==> config.mk <==
export PLATFORM = sky130hd
export DESIGN_NAME = rgb_pixel_prefetch_avg
export DESIGN_NICKNAME = d
export VERILOG_FILES = /design/src/rtl/rgb_pixel_prefetch_avg.sv
export SDC_FILE = /design/constraint.sdc
export NUM_CORES = 1
export LEC_CHECK = 0
export CAP_MARGIN = 20
export CORE_ASPECT_RATIO = 0.75
export CORE_MARGIN = 5
export CORE_UTILIZATION = 53
export CTS_CLUSTER_SIZE = 40
export DETAILED_ROUTE_END_ITERATION = 8
export GPL_TIMING_DRIVEN = 0
export PLACE_DENSITY = 0.84
export SLEW_MARGIN = 20
export SYNTH_ARGS = -nofsm -noshare
export SYNTH_HDL_FRONTEND = slang
export SYNTH_SLANG_ARGS = --single-unit
==> constraint.sdc <==
create_clock -name Clock -period 3.3 [get_ports Clock]
set_input_delay 0.66 -clock Clock [delete_from_list [all_inputs] [get_ports Clock]]
set_output_delay 0.66 -clock Clock [all_outputs]
set_load 0.01 [all_outputs]
==> src/rtl/rgb_pixel_prefetch_avg.sv <==
// rgb_pixel_prefetch_avg: prefetches packed 24-bit RGB pixels from a 16-bit SRAM
// (2 pixels per 3 words), buffers them in a small FIFO and serves VGA pixel
// requests with a 10-bit, 2-tap horizontal average against the previous pixel.
module rgb_pixel_prefetch_avg #(
  parameter logic [17:0] BASE_ADDR  = 18'd0,
  parameter int          H_PIXELS   = 320,
  parameter int          V_LINES    = 240,
  parameter int          FIFO_DEPTH = 4
) (
  input  logic        Clock,
  input  logic        Resetn,
  input  logic        frame_start,
  input  logic        row_start,
  input  logic        pixel_req,
  output logic [17:0] SRAM_address,
  output logic        SRAM_we_n,
  input  logic [15:0] SRAM_read_data,
  output logic [9:0]  VGA_red,
  output logic [9:0]  VGA_green,
  output logic [9:0]  VGA_blue,
  output logic        underflow
);

  localparam int TOTAL_WORDS = H_PIXELS * V_LINES * 3 / 2;
  localparam int WCW = $clog2(TOTAL_WORDS + 1);
  localparam int PW  = $clog2(FIFO_DEPTH);
  localparam int CW  = $clog2(FIFO_DEPTH + 1);
  localparam logic [WCW-1:0] TOTAL_W     = WCW'(TOTAL_WORDS);
  localparam logic [WCW-1:0] LAST_WORD   = WCW'(TOTAL_WORDS - 1);
  localparam logic [CW:0]    START_LEVEL = (CW + 1)'(FIFO_DEPTH - 2);
  localparam logic [PW-1:0]  LAST_SLOT   = PW'(FIFO_DEPTH - 1);

  typedef enum logic [1:0] {S_IDLE, S_RD0, S_RD1, S_RD2} state_t;

  state_t          state_q, state_d;
  logic [17:0]     addr_q, addr_d;
  logic [WCW-1:0]  word_cnt_q, word_cnt_d;
  logic [CW-1:0]   inflight_q, inflight_d;
  logic [CW-1:0]   count_q, count_d;
  logic [PW-1:0]   wr_ptr_q, wr_ptr_d;
  logic [PW-1:0]   rd_ptr_q, rd_ptr_d;
  logic            s1_valid_q, s1_valid_d, s2_valid_q, s2_valid_d;
  logic [1:0]      s1_phase_q, s1_phase_d, s2_phase_q, s2_phase_d;
  logic [15:0]     hold_q, hold_d;
  logic [29:0]     vga_q, vga_d;
  logic [29:0]     prev_q, prev_d;
  logic            first_q, first_d;
  logic            underflow_q, underflow_d;
  logic [23:0]     fifo_mem_q [FIFO_DEPTH];

  logic [CW:0]     level;
  logic            issue, start_ok, push, pop, first_eff;
  logic [23:0]     push_pixel, head;
  logic [29:0]     cur_pix, avg_pix;

  assign head = fifo_mem_q[rd_ptr_q];

  // Per channel: widen the byte to 10 bits and average with the previous pixel
  for (genvar gi = 0; gi < 3; gi++) begin : g_chan
    logic [9:0]  cur;
    logic [10:0] sum;
    assign cur = {head[gi*8 +: 8], 2'b00};
    assign sum = {1'b0, prev_q[gi*10 +: 10]} + {1'b0, cur};
    assign cur_pix[gi*10 +: 10] = cur;
    assign avg_pix[gi*10 +: 10] = 10'(sum >> 1);
  end

  // Fetch FSM: start a 3-word group only when the FIFO can absorb both pixels
  always_comb begin
    level      = {1'b0, count_q} + {1'b0, inflight_q};
    issue      = (state_q != S_IDLE);
    word_cnt_d = issue ? (word_cnt_q + WCW'(1)) : word_cnt_q;
    // the last word of the image leaves the address parked on it
    addr_d     = (issue && (word_cnt_q != LAST_WORD)) ? (addr_q + 18'd1) : addr_q;
    start_ok   = (level <= START_LEVEL) && (word_cnt_d < TOTAL_W);
    state_d    = state_q;
    unique case (state_q)
      S_IDLE:  if (start_ok) state_d = S_RD0;
      S_RD0:   state_d = S_RD1;
      S_RD1:   state_d = S_RD2;
      S_RD2:   state_d = start_ok ? S_RD0 : S_IDLE;
      default: state_d = S_IDLE;
    endcase
    if (frame_start) begin
      state_d    = S_IDLE;
      addr_d     = BASE_ADDR;
      word_cnt_d = '0;
    end
  end

  // Read-return tracking, byte unpacking and FIFO bookkeeping
  always_comb begin
    s1_valid_d = issue & ~frame_start;
    s1_phase_d = (state_q == S_RD0) ? 2'd0 : ((state_q == S_RD1) ? 2'd1 : 2'd2);
    s2_valid_d = s1_valid_q & ~frame_start;
    s2_phase_d = s1_phase_q;
    hold_d     = s2_valid_q ? SRAM_read_data : hold_q;
    push       = s2_valid_q && (s2_phase_q != 2'd0) && !frame_start;
    // word 1 completes pixel 0 with the held word 0; word 2 completes pixel 1
    push_pixel = (s2_phase_q == 2'd1) ? {hold_q, SRAM_read_data[15:8]}
                                      : {hold_q[7:0], SRAM_read_data};
    pop        = pixel_req && (count_q != '0) && !frame_start;

    wr_ptr_d = wr_ptr_q;
    if (push) wr_ptr_d = (wr_ptr_q == LAST_SLOT) ? '0 : (wr_ptr_q + PW'(1));
    rd_ptr_d = rd_ptr_q;
    if (pop) rd_ptr_d = (rd_ptr_q == LAST_SLOT) ? '0 : (rd_ptr_q + PW'(1));

    count_d = count_q;
    if (push && !pop) count_d = count_q + CW'(1);
    if (pop && !push) count_d = count_q - CW'(1);

    inflight_d = inflight_q;
    if (push) inflight_d = inflight_d - CW'(1);
    if (state_d == S_RD0) inflight_d = inflight_d + CW'(2);

    if (frame_start) begin
      wr_ptr_d   = '0;
      rd_ptr_d   = '0;
      count_d    = '0;
      inflight_d = '0;
    end
  end

  // Output path: raw first pixel of a row, averaged afterwards, sticky underflow
  always_comb begin
    first_eff   = first_q | row_start;
    vga_d       = vga_q;
    prev_d      = prev_q;
    first_d     = first_eff;
    underflow_d = underflow_q;
    if (frame_start) begin
      vga_d   = '0;
      first_d = 1'b1;
    end else if (pop) begin
      vga_d   = first_eff ? cur_pix : avg_pix;
      prev_d  = cur_pix;
      first_d = 1'b0;
    end else if (pixel_req) begin
      underflow_d = 1'b1;
    end
  end

  // State registers with asynchronous active-low reset
  always_ff @(posedge Clock or negedge Resetn) begin
    if (!Resetn) begin
      state_q     <= S_IDLE;
      addr_q      <= BASE_ADDR;
      word_cnt_q  <= '0;
      inflight_q  <= '0;
      count_q     <= '0;
      wr_ptr_q    <= '0;
      rd_ptr_q    <= '0;
      s1_valid_q  <= 1'b0;
      s1_phase_q  <= 2'd0;
      s2_valid_q  <= 1'b0;
      s2_phase_q  <= 2'd0;
      hold_q      <= '0;
      vga_q       <= '0;
      prev_q      <= '0;
      first_q     <= 1'b1;
      underflow_q <= 1'b0;
    end else begin
      state_q     <= state_d;
      addr_q      <= addr_d;
      word_cnt_q  <= word_cnt_d;
      inflight_q  <= inflight_d;
      count_q     <= count_d;
      wr_ptr_q    <= wr_ptr_d;
      rd_ptr_q    <= rd_ptr_d;
      s1_valid_q  <= s1_valid_d;
      s1_phase_q  <= s1_phase_d;
      s2_valid_q  <= s2_valid_d;
      s2_phase_q  <= s2_phase_d;
      hold_q      <= hold_d;
      vga_q       <= vga_d;
      prev_q      <= prev_d;
      first_q     <= first_d;
      underflow_q <= underflow_d;
    end
  end

  // Pixel storage; no reset needed because count_q gates every read
  always_ff @(posedge Clock) begin
    if (push) fifo_mem_q[wr_ptr_q] <= push_pixel;
  end

  assign SRAM_address = addr_q;
  assign SRAM_we_n    = 1'b1;
  assign VGA_red      = vga_q[29:20];
  assign VGA_green    = vga_q[19:10];
  assign VGA_blue     = vga_q[9:0];
  assign underflow    = underflow_q;

endmodule

==> run_results.csv <==
group,metric,value,unit
timing,fin_crit,3.11,ns
pwr,p_leak,4.86,nW
synth,ys_types,64,
placement,gp_congestion,0.896,
timing,relSlewSlack,38.4,%
pwr,ir_worst_vdd,496,µV
global_routing,grt_max_degree,65,
setup_path,crit_path_start_kind,"flop",
setup_path,cp.required,3.68,ns
job,maxCapViolations,0,
timing,finalClockSkew,0.00820,ns
timing,finalCritPeriodShare,94.3,%
cells_and_area,diodes,0,
clocking,clk_latency,0.51,ns
outcome,outcome,"complete, no violations",
setup_path,crit_arrival,3.50,ns
cells_and_area,fin_nets,1006,
cells_and_area,seqCellArea,5940,µm²
clocking,cts_buffers,23,
placement,place_ws,-0.349,ns
routing,routed_wl,23.8,mm
timing,setup_viol,0,
synth,yosysWarnings,0,
placement,port_buffers,66,
placement,dpl.hpwl,16.2,mm
timing,worstMarginPinSlew,0.921,ns
cells_and_area,multi_input_area,4150,µm²
setup_path,slowest_stage,"mux4_2",
pwr,power.density,770,nW/µm²
global_routing,top_usage_layer,"met1",
clocking,htreeDepth,1,
clocking,cts_sinks,218,
timing,timing.final.ws_setup,0.187,ns
routing,drt_iter0_markers,706,
setup_path,worst-path-max-fanout,10,
clocking,ctsRootBufferMaster,"clkbuf_16",
setup_path,cp.buffers_inverters,2,
synth,synth_edf_count,96,
clocking,cts_tree,"done",
cells_and_area,syn_to_final_growth,17.4,%
routing,num_vias,7113,
setup_path,path_cells,"buf_6 -> buf_8 -> mux4_2 -> ha_1 -> a21o_1 -> a21oi_1 -> o21ai_0 -> a2111oi_2 -> nor3_1 -> nand3b_1",
synth,ys_async_sr_fraction,56.0,%
floorplanning,die_w,172,µm
floorplanning,coreArea,19300,µm²
synth,syn_inst,848,
clocking,clockBufferDepth,3,
setup_path,crit_type,"flop to flop",
synth,synthFlopType,"dfrtp_1",
synth,syn_area,10400,µm²
setup_path,startpoint,"rd_ptr_q[0]$_DFFE_PN0P_",
global_routing,grt_pass1_wl,38.0,mm
floorplanning,initial_core_util,53.8,%
timing,hold_slack,0.111,ns
global_routing,grt_pass1_vias,7034,
floorplanning,placementRows,44,
floorplanning,pin_count,71,
routing,dr.pass1.iters,5,
timing,hold_viol,0,
global_routing,met2_usage,31.1,%
routing,vias_per_cell,5.88,
setup_path,regToRegSetupSlack,0.19,ns
synth,synth.avg_cell_area,12.2,µm²
floorplanning,dieArea,22500,µm²
clocking,path_clk_slew,0.06,ns
routing,drc,0,
global_routing,grtUsageTotal,21.3,%
global_routing,antenna_found_initial,0,
setup_path,r2r-start,"rd_ptr_q[0]$_DFFE_PN0P_",
setup_path,critPathTopFamily,"compound AO/OA/AOI/OAI gates",
global_routing,overflow,0,
cells_and_area,drive_gt1_share,14.1,%
routing,antenna_left,0,
synth,ys_ff_latch,218,
min_path,hold_path_class,"input port to asynchronous set/reset pin",
setup_path,end_kind,"flop",
routing,detail_route.wl_per_cell,19.7,µm
cells_and_area,fillers,1425,
timing,fmax,321,MHz
setup_path,critPathMaxStageDelay,0.58,ns
clocking,cts_setup_buffers,0,
global_routing,grtUsageMet3,4.35,%
timing,finalMaxSlewViolations,0,
global_routing,use_met1,32.9,%
floorplanning,die_h,131,µm
synth,yosysSeqAreaShare,57.3,%
## cell usage in the layout (no fill, tap or decap), drive strengths merged, types with 6 or more instances in the layout
master | synthesis | routed
a2111oi | 6 | 6
a211oi | 11 | 11
a21oi | 30 | 30
a311oi | 6 | 6
and2 | 7 | 7
buf | 17 | 21
clkbuf | 28 | 55
clkdlybuf4s50 | 0 | 65
dfrtp | 121 | 121
edfxtp | 96 | 96
ha | 38 | 38
inv | 31 | 33
mux2 | 42 | 42
mux4 | 24 | 24
nand2 | 105 | 105
nand3 | 20 | 20
nand4 | 9 | 9
nor2 | 76 | 76
nor3 | 25 | 25
o21a | 7 | 7
o21ai | 22 | 22
or3 | 6 | 6
xnor2 | 19 | 19
xor2 | 21 | 21
## Yosys cell counts, drive strengths merged (5+ instances only)
library cell | number | area [µm²]
dfrtp | 121 | 3030
nand2 | 105 | 397
edfxtp | 96 | 2880
nor2 | 76 | 285
mux2 | 42 | 473
ha | 38 | 475
inv | 31 | 116
a21oi | 30 | 150
clkbuf | 28 | 106
nor3 | 25 | 125
mux4 | 24 | 541
o21ai | 22 | 110
xor2 | 21 | 184
nand3 | 20 | 100
xnor2 | 19 | 166
buf | 17 | 93.8
a211oi | 11 | 82.6
nand4 | 9 | 62.6
and2 | 7 | 43.8
o21a | 7 | 52.6
a2111oi | 6 | 65.1
a311oi | 6 | 52.6
or3 | 6 | 37.5
a2111o | 5 | 56.3
fa | 5 | 100
mux2i | 5 | 50.1
nand2b | 5 | 31.3
nor2b | 5 | 31.3
nor4 | 5 | 52.6
## flip-flops by register name, indices dropped and copies added (netlist names)
signal,cells
s1_phase_q,2
SRAM_address,18
state_q,2
vga_q,27
wr_ptr_q,2
hold_q,16
prev_q,24
inflight_q,3
word_cnt_q,17
count_q,3
underflow,1
s2_valid_q,1
s1_valid_q,1
s2_phase_q,2
fifo_mem_q,96
rd_ptr_q,2
first_q,1
## layout make-up
cell class | instances | area share [%]
clock inverters | 10 | 0.935
flip-flops and latches | 218 | 48.8
repair buffers | 68 | 5.75
multi-input cells | 556 | 34.1
well taps | 253 | 2.60
inverters | 31 | 0.956
plain buffers | 44 | 1.82
clock buffers | 29 | 5.08
## worst reg2reg max path, stage by stage (launching register included)
cell       delay [ns]
dfrtp_1          0.37
buf_6            0.18
buf_8            0.19
mux4_2           0.58
ha_1             0.30
a21o_1           0.18
a21oi_1          0.21
o21ai_0          0.18
a2111oi_2        0.46
nor3_1           0.14
nand3b_1         0.19
## timing repair
action	4_1_cts	5_1_grt
endpoints found under the hold margin	0	0
pin swaps	0	1
gates resized for setup	12	9
hold buffers	0	0
setup endpoints to repair	12	9
## power breakdown
| group | total, mW | internal, mW | leakage (nW) | switching [mW] |
|---|---|---|---|---|
| clock | 2.52 | 1.48 | 0.355 | 1.04 |
| combinational | 3.15 | 1.37 | 2.04 | 1.78 |
| sequential | 3.70 | 3.40 | 2.47 | 0.300 |
## routing by layer
metal  vias to the layer above  part of all wire [%]
li1                       3245                     -
met1                      3517                    44
met2                       299                    45
met3                        52                   8.7
met4                         0                   2.6
met5                         -                     0
## metrics by stage
stage          instance area (µm²)  total power, mW  setup TNS, ns  cells  util (%)
6_report                     12200             9.37              0   1209      63.2
5_1_grt                      12200             9.93        -0.0252   1209      63.2
4_1_cts                      12200             9.35              0   1209      63.1
3_5_place_dp                 11400             6.74          -2.17   1171      59.1
3_3_place_gp                 11400             6.59        -392.29   1169      58.9
2_1_floorplan                10400             5.74              0    850         -
## final timing paths
| kind | endpoint | depth (start not counted) |
|---|---|---|
| worst max register to register | vga_q[8]$_DFFE_PN0P_ | 10 |
| max in group asynchronous | first_q$_DFF_PN1_ | 2 |
| worst min register to register | s2_phase_q[0]$_DFF_PN0_ | 0 |
| worst min-delay path | word_cnt_q[10]$_DFF_PN0_ | 1 |
| worst max-delay path | vga_q[8]$_DFFE_PN0P_ | 10 |
| min in group Clock | s2_phase_q[0]$_DFF_PN0_ | 0 |
## kinds of logic (layout without fill, tap and decap cells)
group,Yosys count,after routing,share of synthesized area (%)
compound gates,115,115,7.65
xor+xnor,40,40,3.38
fa+ha+maj,43,43,5.55
buf+inv,76,182,3.05
flops,218,218,57.3
mux,71,71,10.3
other cells,2,4,0.0724
simple gates,283,283,12.8
Power figures use the tool's default switching activity.
